**config.mk**
```make
export PLATFORM = sky130hd
export DESIGN_NAME = uart_rx_ctrl
export DESIGN_NICKNAME = d
export VERILOG_FILES = /design/src/rtl/uart_pkg.sv /design/src/rtl/uart_sync_fifo.sv /design/src/rtl/uart_rx_ctrl.sv
export SDC_FILE = /design/constraint.sdc
export NUM_CORES = 1
export LEC_CHECK = 0
export ABC_AREA = 1
export CAP_MARGIN = 10
export CORE_ASPECT_RATIO = 1.2
export CORE_UTILIZATION = 62
export DETAILED_ROUTE_END_ITERATION = 7
export PLACE_DENSITY_LB_ADDON = 0.3
export SETUP_SLACK_MARGIN = 0.2
export SLEW_MARGIN = 20
export SYNTH_ARGS = -nofsm -noshare
export SYNTH_HDL_FRONTEND = slang
export SYNTH_SLANG_ARGS = --single-unit
```
**constraint.sdc**
```tcl
create_clock -name mclkx16 -period 6.1 [get_ports mclkx16]
set_clock_uncertainty 0.05 [all_clocks]
set_input_delay 1.83 -clock mclkx16 [delete_from_list [all_inputs] [get_ports mclkx16]]
set_output_delay 1.83 -clock mclkx16 [all_outputs]
set_load 0.05 [all_outputs]
```
**src/rtl/uart_pkg.sv**
```systemverilog
// Shared types for the uart_rx receive path: error-flag bundle, controller
// state encoding and status-counter slot indices.
package uart_pkg;

  localparam int UART_DATA_W = 8;

  typedef struct packed {
    logic overrun;
    logic framing;
    logic parity;
  } uart_err_t;

  typedef enum logic [1:0] {
    IDLE,
    CAPTURE,
    ACK
  } rx_ctrl_state_t;

  // Slot order of the saturating status counters
  localparam int CNT_PARITY  = 0;
  localparam int CNT_FRAMING = 1;
  localparam int CNT_OVERRUN = 2;
  localparam int CNT_DROP    = 3;
  localparam int CNT_NUM     = 4;

endpackage

```
**src/rtl/uart_sync_fifo.sv**
```systemverilog
// Single-clock FIFO with a registered head entry and an occupancy count.
// A push into a full FIFO is accepted only when a pop frees a slot in the same cycle.
module uart_sync_fifo #(
  parameter int WIDTH = 11,
  parameter int DEPTH = 8
) (
  input  logic                         clk_i,
  input  logic                         rst_ni,
  input  logic                         push_i,
  input  logic [WIDTH-1:0]             wdata_i,
  output logic                         push_ok_o,
  input  logic                         pop_i,
  output logic [WIDTH-1:0]             rdata_o,
  output logic                         valid_o,
  output logic [$clog2(DEPTH+1)-1:0]   count_o
);

  localparam int AW = $clog2(DEPTH);
  localparam int CW = $clog2(DEPTH + 1);

  logic [WIDTH-1:0] mem_q [DEPTH];
  logic [WIDTH-1:0] head_q;
  logic [AW-1:0]    wr_ptr_q, wr_ptr_d, rd_ptr_q, rd_ptr_d;
  logic [CW-1:0]    count_q, count_d;
  logic             pop_ok, push_ok;

  assign pop_ok  = pop_i && (count_q != '0);
  assign push_ok = push_i && ((count_q != CW'(DEPTH)) || pop_ok);

  always_comb begin
    wr_ptr_d = wr_ptr_q + AW'(push_ok);
    rd_ptr_d = rd_ptr_q + AW'(pop_ok);
    count_d  = count_q + CW'(push_ok) - CW'(pop_ok);
  end

  always_ff @(posedge clk_i) begin
    if (push_ok) begin
      mem_q[wr_ptr_q] <= wdata_i;
    end
  end

  // Head is a synchronous read of the next read slot; a write landing in that
  // same slot is forwarded so a push into an empty FIFO is visible next cycle.
  always_ff @(posedge clk_i or negedge rst_ni) begin
    if (!rst_ni) begin
      wr_ptr_q <= '0;
      rd_ptr_q <= '0;
      count_q  <= '0;
      head_q   <= '0;
    end else begin
      wr_ptr_q <= wr_ptr_d;
      rd_ptr_q <= rd_ptr_d;
      count_q  <= count_d;
      if (count_d != '0) begin
        head_q <= (push_ok && (wr_ptr_q == rd_ptr_d)) ? wdata_i : mem_q[rd_ptr_d];
      end
    end
  end

  assign push_ok_o = push_ok;
  assign rdata_o   = head_q;
  assign valid_o   = (count_q != '0);
  assign count_o   = count_q;

endmodule

```
**src/rtl/uart_rx_ctrl.sv**
```systemverilog
// Receive-side controller for uart_rx: acknowledges each byte with an active-low
// read pulse, queues byte+flags in a FIFO and keeps saturating status counters.
module uart_rx_ctrl
  import uart_pkg::*;
#(
  parameter int DEPTH       = 8,
  parameter int CNT_W       = 8,
  parameter int ACK_TIMEOUT = 64
) (
  input  logic                         mclkx16,
  input  logic                         reset,
  input  logic                         enable,
  input  logic [UART_DATA_W-1:0]       rx_rdata,
  input  logic                         rx_rxrdy,
  input  logic                         rx_parityerr,
  input  logic                         rx_framingerr,
  input  logic                         rx_overrun,
  output logic                         rx_read,
  output logic [UART_DATA_W-1:0]       m_data,
  output logic [2:0]                   m_err,
  output logic                         m_valid,
  input  logic                         m_ready,
  output logic [$clog2(DEPTH+1)-1:0]   fifo_count,
  output logic [CNT_W-1:0]             cnt_parity,
  output logic [CNT_W-1:0]             cnt_framing,
  output logic [CNT_W-1:0]             cnt_overrun,
  output logic [CNT_W-1:0]             cnt_drop,
  output logic                         ack_timeout,
  input  logic                         clr_cnt
);

  localparam int TW = $clog2(ACK_TIMEOUT + 1);
  localparam int EW = UART_DATA_W + $bits(uart_err_t);

  rx_ctrl_state_t   state_q, state_d;
  logic             rx_read_q, rx_read_d;
  logic             timeout_q, timeout_d;
  logic [TW-1:0]    timer_q, timer_d;
  logic [CNT_NUM-1:0] cnt_inc;
  logic [CNT_W-1:0] cnt_q [CNT_NUM];
  logic [CNT_W-1:0] cnt_d [CNT_NUM];
  logic             push, push_ok;
  uart_err_t        rx_err;
  logic [EW-1:0]    head;

  assign rx_err.overrun = rx_overrun;
  assign rx_err.framing = rx_framingerr;
  assign rx_err.parity  = rx_parityerr;

  uart_sync_fifo #(
    .WIDTH (EW),
    .DEPTH (DEPTH)
  ) u_fifo (
    .clk_i     (mclkx16),
    .rst_ni    (reset),
    .push_i    (push),
    .wdata_i   ({rx_err, rx_rdata}),
    .push_ok_o (push_ok),
    .pop_i     (m_ready),
    .rdata_o   (head),
    .valid_o   (m_valid),
    .count_o   (fifo_count)
  );

  always_comb begin
    state_d   = state_q;
    rx_read_d = rx_read_q;
    timer_d   = timer_q;
    timeout_d = timeout_q;
    push      = 1'b0;
    cnt_inc   = '0;
    unique case (state_q)
      IDLE: begin
        rx_read_d = 1'b1;
        timer_d   = '0;
        if (enable && rx_rxrdy) state_d = CAPTURE;
      end
      CAPTURE: begin
        push                 = 1'b1;
        cnt_inc[CNT_PARITY]  = rx_parityerr;
        cnt_inc[CNT_FRAMING] = rx_framingerr;
        cnt_inc[CNT_OVERRUN] = rx_overrun;
        cnt_inc[CNT_DROP]    = !push_ok;
        rx_read_d            = 1'b0;
        timer_d              = '0;
        state_d              = ACK;
      end
      ACK: begin
        // The ACK cycle count is bounded so a stuck rxrdy cannot hold rx_read low forever
        if (!rx_rxrdy) begin
          state_d   = IDLE;
          rx_read_d = 1'b1;
        end else if (timer_q == TW'(ACK_TIMEOUT - 1)) begin
          state_d   = IDLE;
          rx_read_d = 1'b1;
          timeout_d = 1'b1;
        end else begin
          timer_d = timer_q + TW'(1);
        end
      end
      default: begin
        state_d   = IDLE;
        rx_read_d = 1'b1;
      end
    endcase
    if (clr_cnt) timeout_d = 1'b0;
  end

  always_comb begin
    for (int i = 0; i < CNT_NUM; i++) begin
      cnt_d[i] = cnt_q[i];
      if (clr_cnt) begin
        cnt_d[i] = '0;
      end else if (cnt_inc[i] && (cnt_q[i] != '1)) begin
        cnt_d[i] = cnt_q[i] + CNT_W'(1);
      end
    end
  end

  always_ff @(posedge mclkx16 or negedge reset) begin
    if (!reset) begin
      state_q   <= IDLE;
      rx_read_q <= 1'b1;
      timer_q   <= '0;
      timeout_q <= 1'b0;
      for (int i = 0; i < CNT_NUM; i++) cnt_q[i] <= '0;
    end else begin
      state_q   <= state_d;
      rx_read_q <= rx_read_d;
      timer_q   <= timer_d;
      timeout_q <= timeout_d;
      for (int i = 0; i < CNT_NUM; i++) cnt_q[i] <= cnt_d[i];
    end
  end

  assign rx_read     = rx_read_q;
  assign m_data      = head[UART_DATA_W-1:0];
  assign m_err       = head[EW-1:UART_DATA_W];
  assign ack_timeout = timeout_q;
  assign cnt_parity  = cnt_q[CNT_PARITY];
  assign cnt_framing = cnt_q[CNT_FRAMING];
  assign cnt_overrun = cnt_q[CNT_OVERRUN];
  assign cnt_drop    = cnt_q[CNT_DROP];

endmodule

```
==> flow_summary.json <==
{
  "tritoncts": "built",
  "regToRegStartpoint": "u_fifo.count_o[2]$_DFF_PN0_",
  "via_count": 5761,
  "path_clk_slew_ps": 60,
  "area.growth.synth_to_final_pct": 17.9,
  "ir_drop_mv": 0.292,
  "layout.cells.non_filler": 997,
  "critPathRequiredTime_ps": 6350,
  "grt_pass1_vias": 5835,
  "avgViaCountPerCell": 5.78,
  "grt_max_degree": 65,
  "io_pins": 67,
  "drt_iter0_drc": 413,
  "drive_above_1_share_pct": 10.0,
  "synth_edf_count": 88,
  "place_hpwl_mm": 10.7,
  "drc": 0,
  "start_util_pct": 63.4,
  "min_from": "rx_read$_DFFE_PN1P_",
  "endpoint_kind": "register",
  "dp.cells": 965,
  "core_area_um2": 11500,
  "cp_slowest_cell": "nor3_2",
  "fin_crit_ps": 4930,
  "yosysSeqAreaShare_pct": 58.2,
  "period_share_pct": 80.8,
  "crit_path_start_kind": "input pin",
  "setup_slack_ps": 1170,
  "hold_path_depth": 2,
  "grt_antenna_before_repair": 0,
  "cp.depth": 11,
  "post_cts_buffers": 0,
  "timing.fmax_mhz": 203,
  "synth_warnings": 0,
  "pre_cts_slack_ps": 890,
  "syn_inst": 768,
  "grt_pass1_wl_mm": 27.4,
  "avgSynthCellArea_um2": 9.50,
  "cp_top_family": "simple AND/OR/NAND/NOR gates",
  "nNetsFinal": 860,
  "holdBufCountCts": 0,
  "ys_ff_latch": 152,
  "drv_cap": 0,
  "final-setup-viol-count": 0,
  "r2r_cells": 13,
  "synth_area_um2": 7300,
  "wl_per_cell_um": 17.1,
  "gp_congestion": 0.884,
  "synth_fp_nets": 801,
  "chipWidth_um": 101,
  "drt_wl_total_mm": 17.1,
  "grt-ovfl-total": 0,
  "grt_setup_unrepaired": "no",
  "min_path_type": "register to register",
  "clockBufferDepth": 2,
  "layout_commonest_cell": "nand2_1",
  "final_util_pct": 74.7,
  "final_cell_mix": "259 x nand2_1, 101 x nand3_1, 88 x edfxtp_1",
  "status": "finished, final reports clean",
  "drv_slew": 0,
  "async_flop_share_pct": 42.1,
  "rows": 43,
  "die_area_um2": 12200,
  "track_usage_pct": 29.7,
  "p_leak_nw": 3.57,
  "path_cells": "clkdlybuf4s50_1, nand2_4, a21oi_4, ha_1, inv_1, fa_1, inv_1, nor3_2, nand3_1, nand3_1, nand2_1",
  "worst_ep_arrival_time_ps": 5180,
  "clk-insertion-delay-late_ps": 420,
  "crit_fanout": 16,
  "tightestPinTransition_ps": 1070,
  "synth_cell_types": 38,
  "setup_tns_ps": 0,
  "relSlewSlack_pct": 28.4,
  "cts_root_buffer": "clkbuf_16",
  "p_per_area_nw_per_um2": 460,
  "critPathBufInv": 3,
  "cp-startpoint": "m_ready",
  "synthFlopType": "edfxtp_1",
  "cts_resized": 0,
  "path_class": "input pin to register",
  "portBuffers": 66,
  "crit_path_max_incr_delay_ps": 600,
  "diodes": 0,
  "die_height_um": 121,
  "clock_sinks": 152,
  "final_antenna_net_count": 0,
  "drt_first_pass_iters": 5,
  "whs_ps": 408,
  "numCtsBuffers": 17,
  "h-tree-depth": 4,
  "hold_viol": 0
}
-- logic make-up (layout without fill, tap and decap cells) --
group | count (synthesis) | in the layout | synth area share, %
AOI/OAI and AO/OA | 49 | 49 | 4.20
xor gates and xnor gates | 5 | 5 | 0.600
adders and majority gates | 16 | 16 | 2.85
buffers and inverters | 91 | 163 | 5.76
DFF | 152 | 152 | 58.2
and+or+nand+nor | 455 | 455 | 28.4
-- metrics by stage --
stage	power, W	instance area, um^2
floorplan	0.00250	7300
global placement	0.00282	8000
detailed placement	0.00289	8000
CTS	0.00394	8590
global route	0.00419	8600
finish	0.00396	8600
-- power by group --
part	internal, W	switching, W	leakage, nW
Sequential	0.00121	0.0000817	1.63
Clock	0.000618	0.000424	0.284
Combinational	0.000474	0.00115	1.65
-- cells in the mapped netlist (all sizes together) (2+ instances only) --
cell type | n | area [um^2]
nand2 | 264 | 1010
nand3 | 102 | 515
edfxtp | 88 | 2640
dfrtp | 63 | 1580
inv | 60 | 230
o21ai | 36 | 199
nor2 | 32 | 153
buf | 25 | 168
nand4 | 25 | 156
ha | 15 | 188
nand3b | 14 | 105
nor3 | 13 | 101
a21oi | 10 | 83.8
clkbuf | 6 | 22.5
or2 | 5 | 31.3
xnor2 | 3 | 26.3
xor2 | 2 | 17.5
-- layout make-up --
cell class	instances	area (um^2)
fillers	787	2910
well taps	157	196
clock inverters	13	146
clock buffers	19	443
multi-input cells	525	2650
inverters	60	230
repair buffers	71	693
flip-flops and latches	152	4250
-- metal layers --
metal	track usage [%]	wire length, um	part of all wire, %	up-vias
met3	6.74	962	5.6	43
met1	34.6	6640	39	2784
li1	-	-	-	2692
met5	0	0	0	-
met2	51.6	8980	53	242
met4	14.0	512	3.0	0
-- worst min-delay path, delay by kind of cell (launching register included) --
family	cells	cell delay, ps
simple gates	2	90
flops	1	370
-- flip-flops by register name, summed over array words and instances, names as in the netlist, 3 cells and up --
signal           cells
cnt_drop             8
cnt_framing          8
cnt_overrun          8
cnt_parity           8
timer_q              7
u_fifo.count_o       4
u_fifo.mem_q        88
u_fifo.rd_ptr_q      3
u_fifo.rdata_o      11
u_fifo.wr_ptr_q      3
-- worst paths after layout --
check	slack, ps	end
setup / recovery	1170	u_fifo.rdata_o[5]$_DFFE_PN0P_
hold / removal	410	rx_read$_DFFE_PN1P_
setup reg to reg	2320	u_fifo.rdata_o[5]$_DFFE_PN0P_
hold reg to reg	410	rx_read$_DFFE_PN1P_
max in group asynchronous	3920	cnt_parity[3]$_DFFE_PN0P_
min in group asynchronous	1530	u_fifo.rdata_o[5]$_DFFE_PN0P_
(Power assumes the default switching activity.)
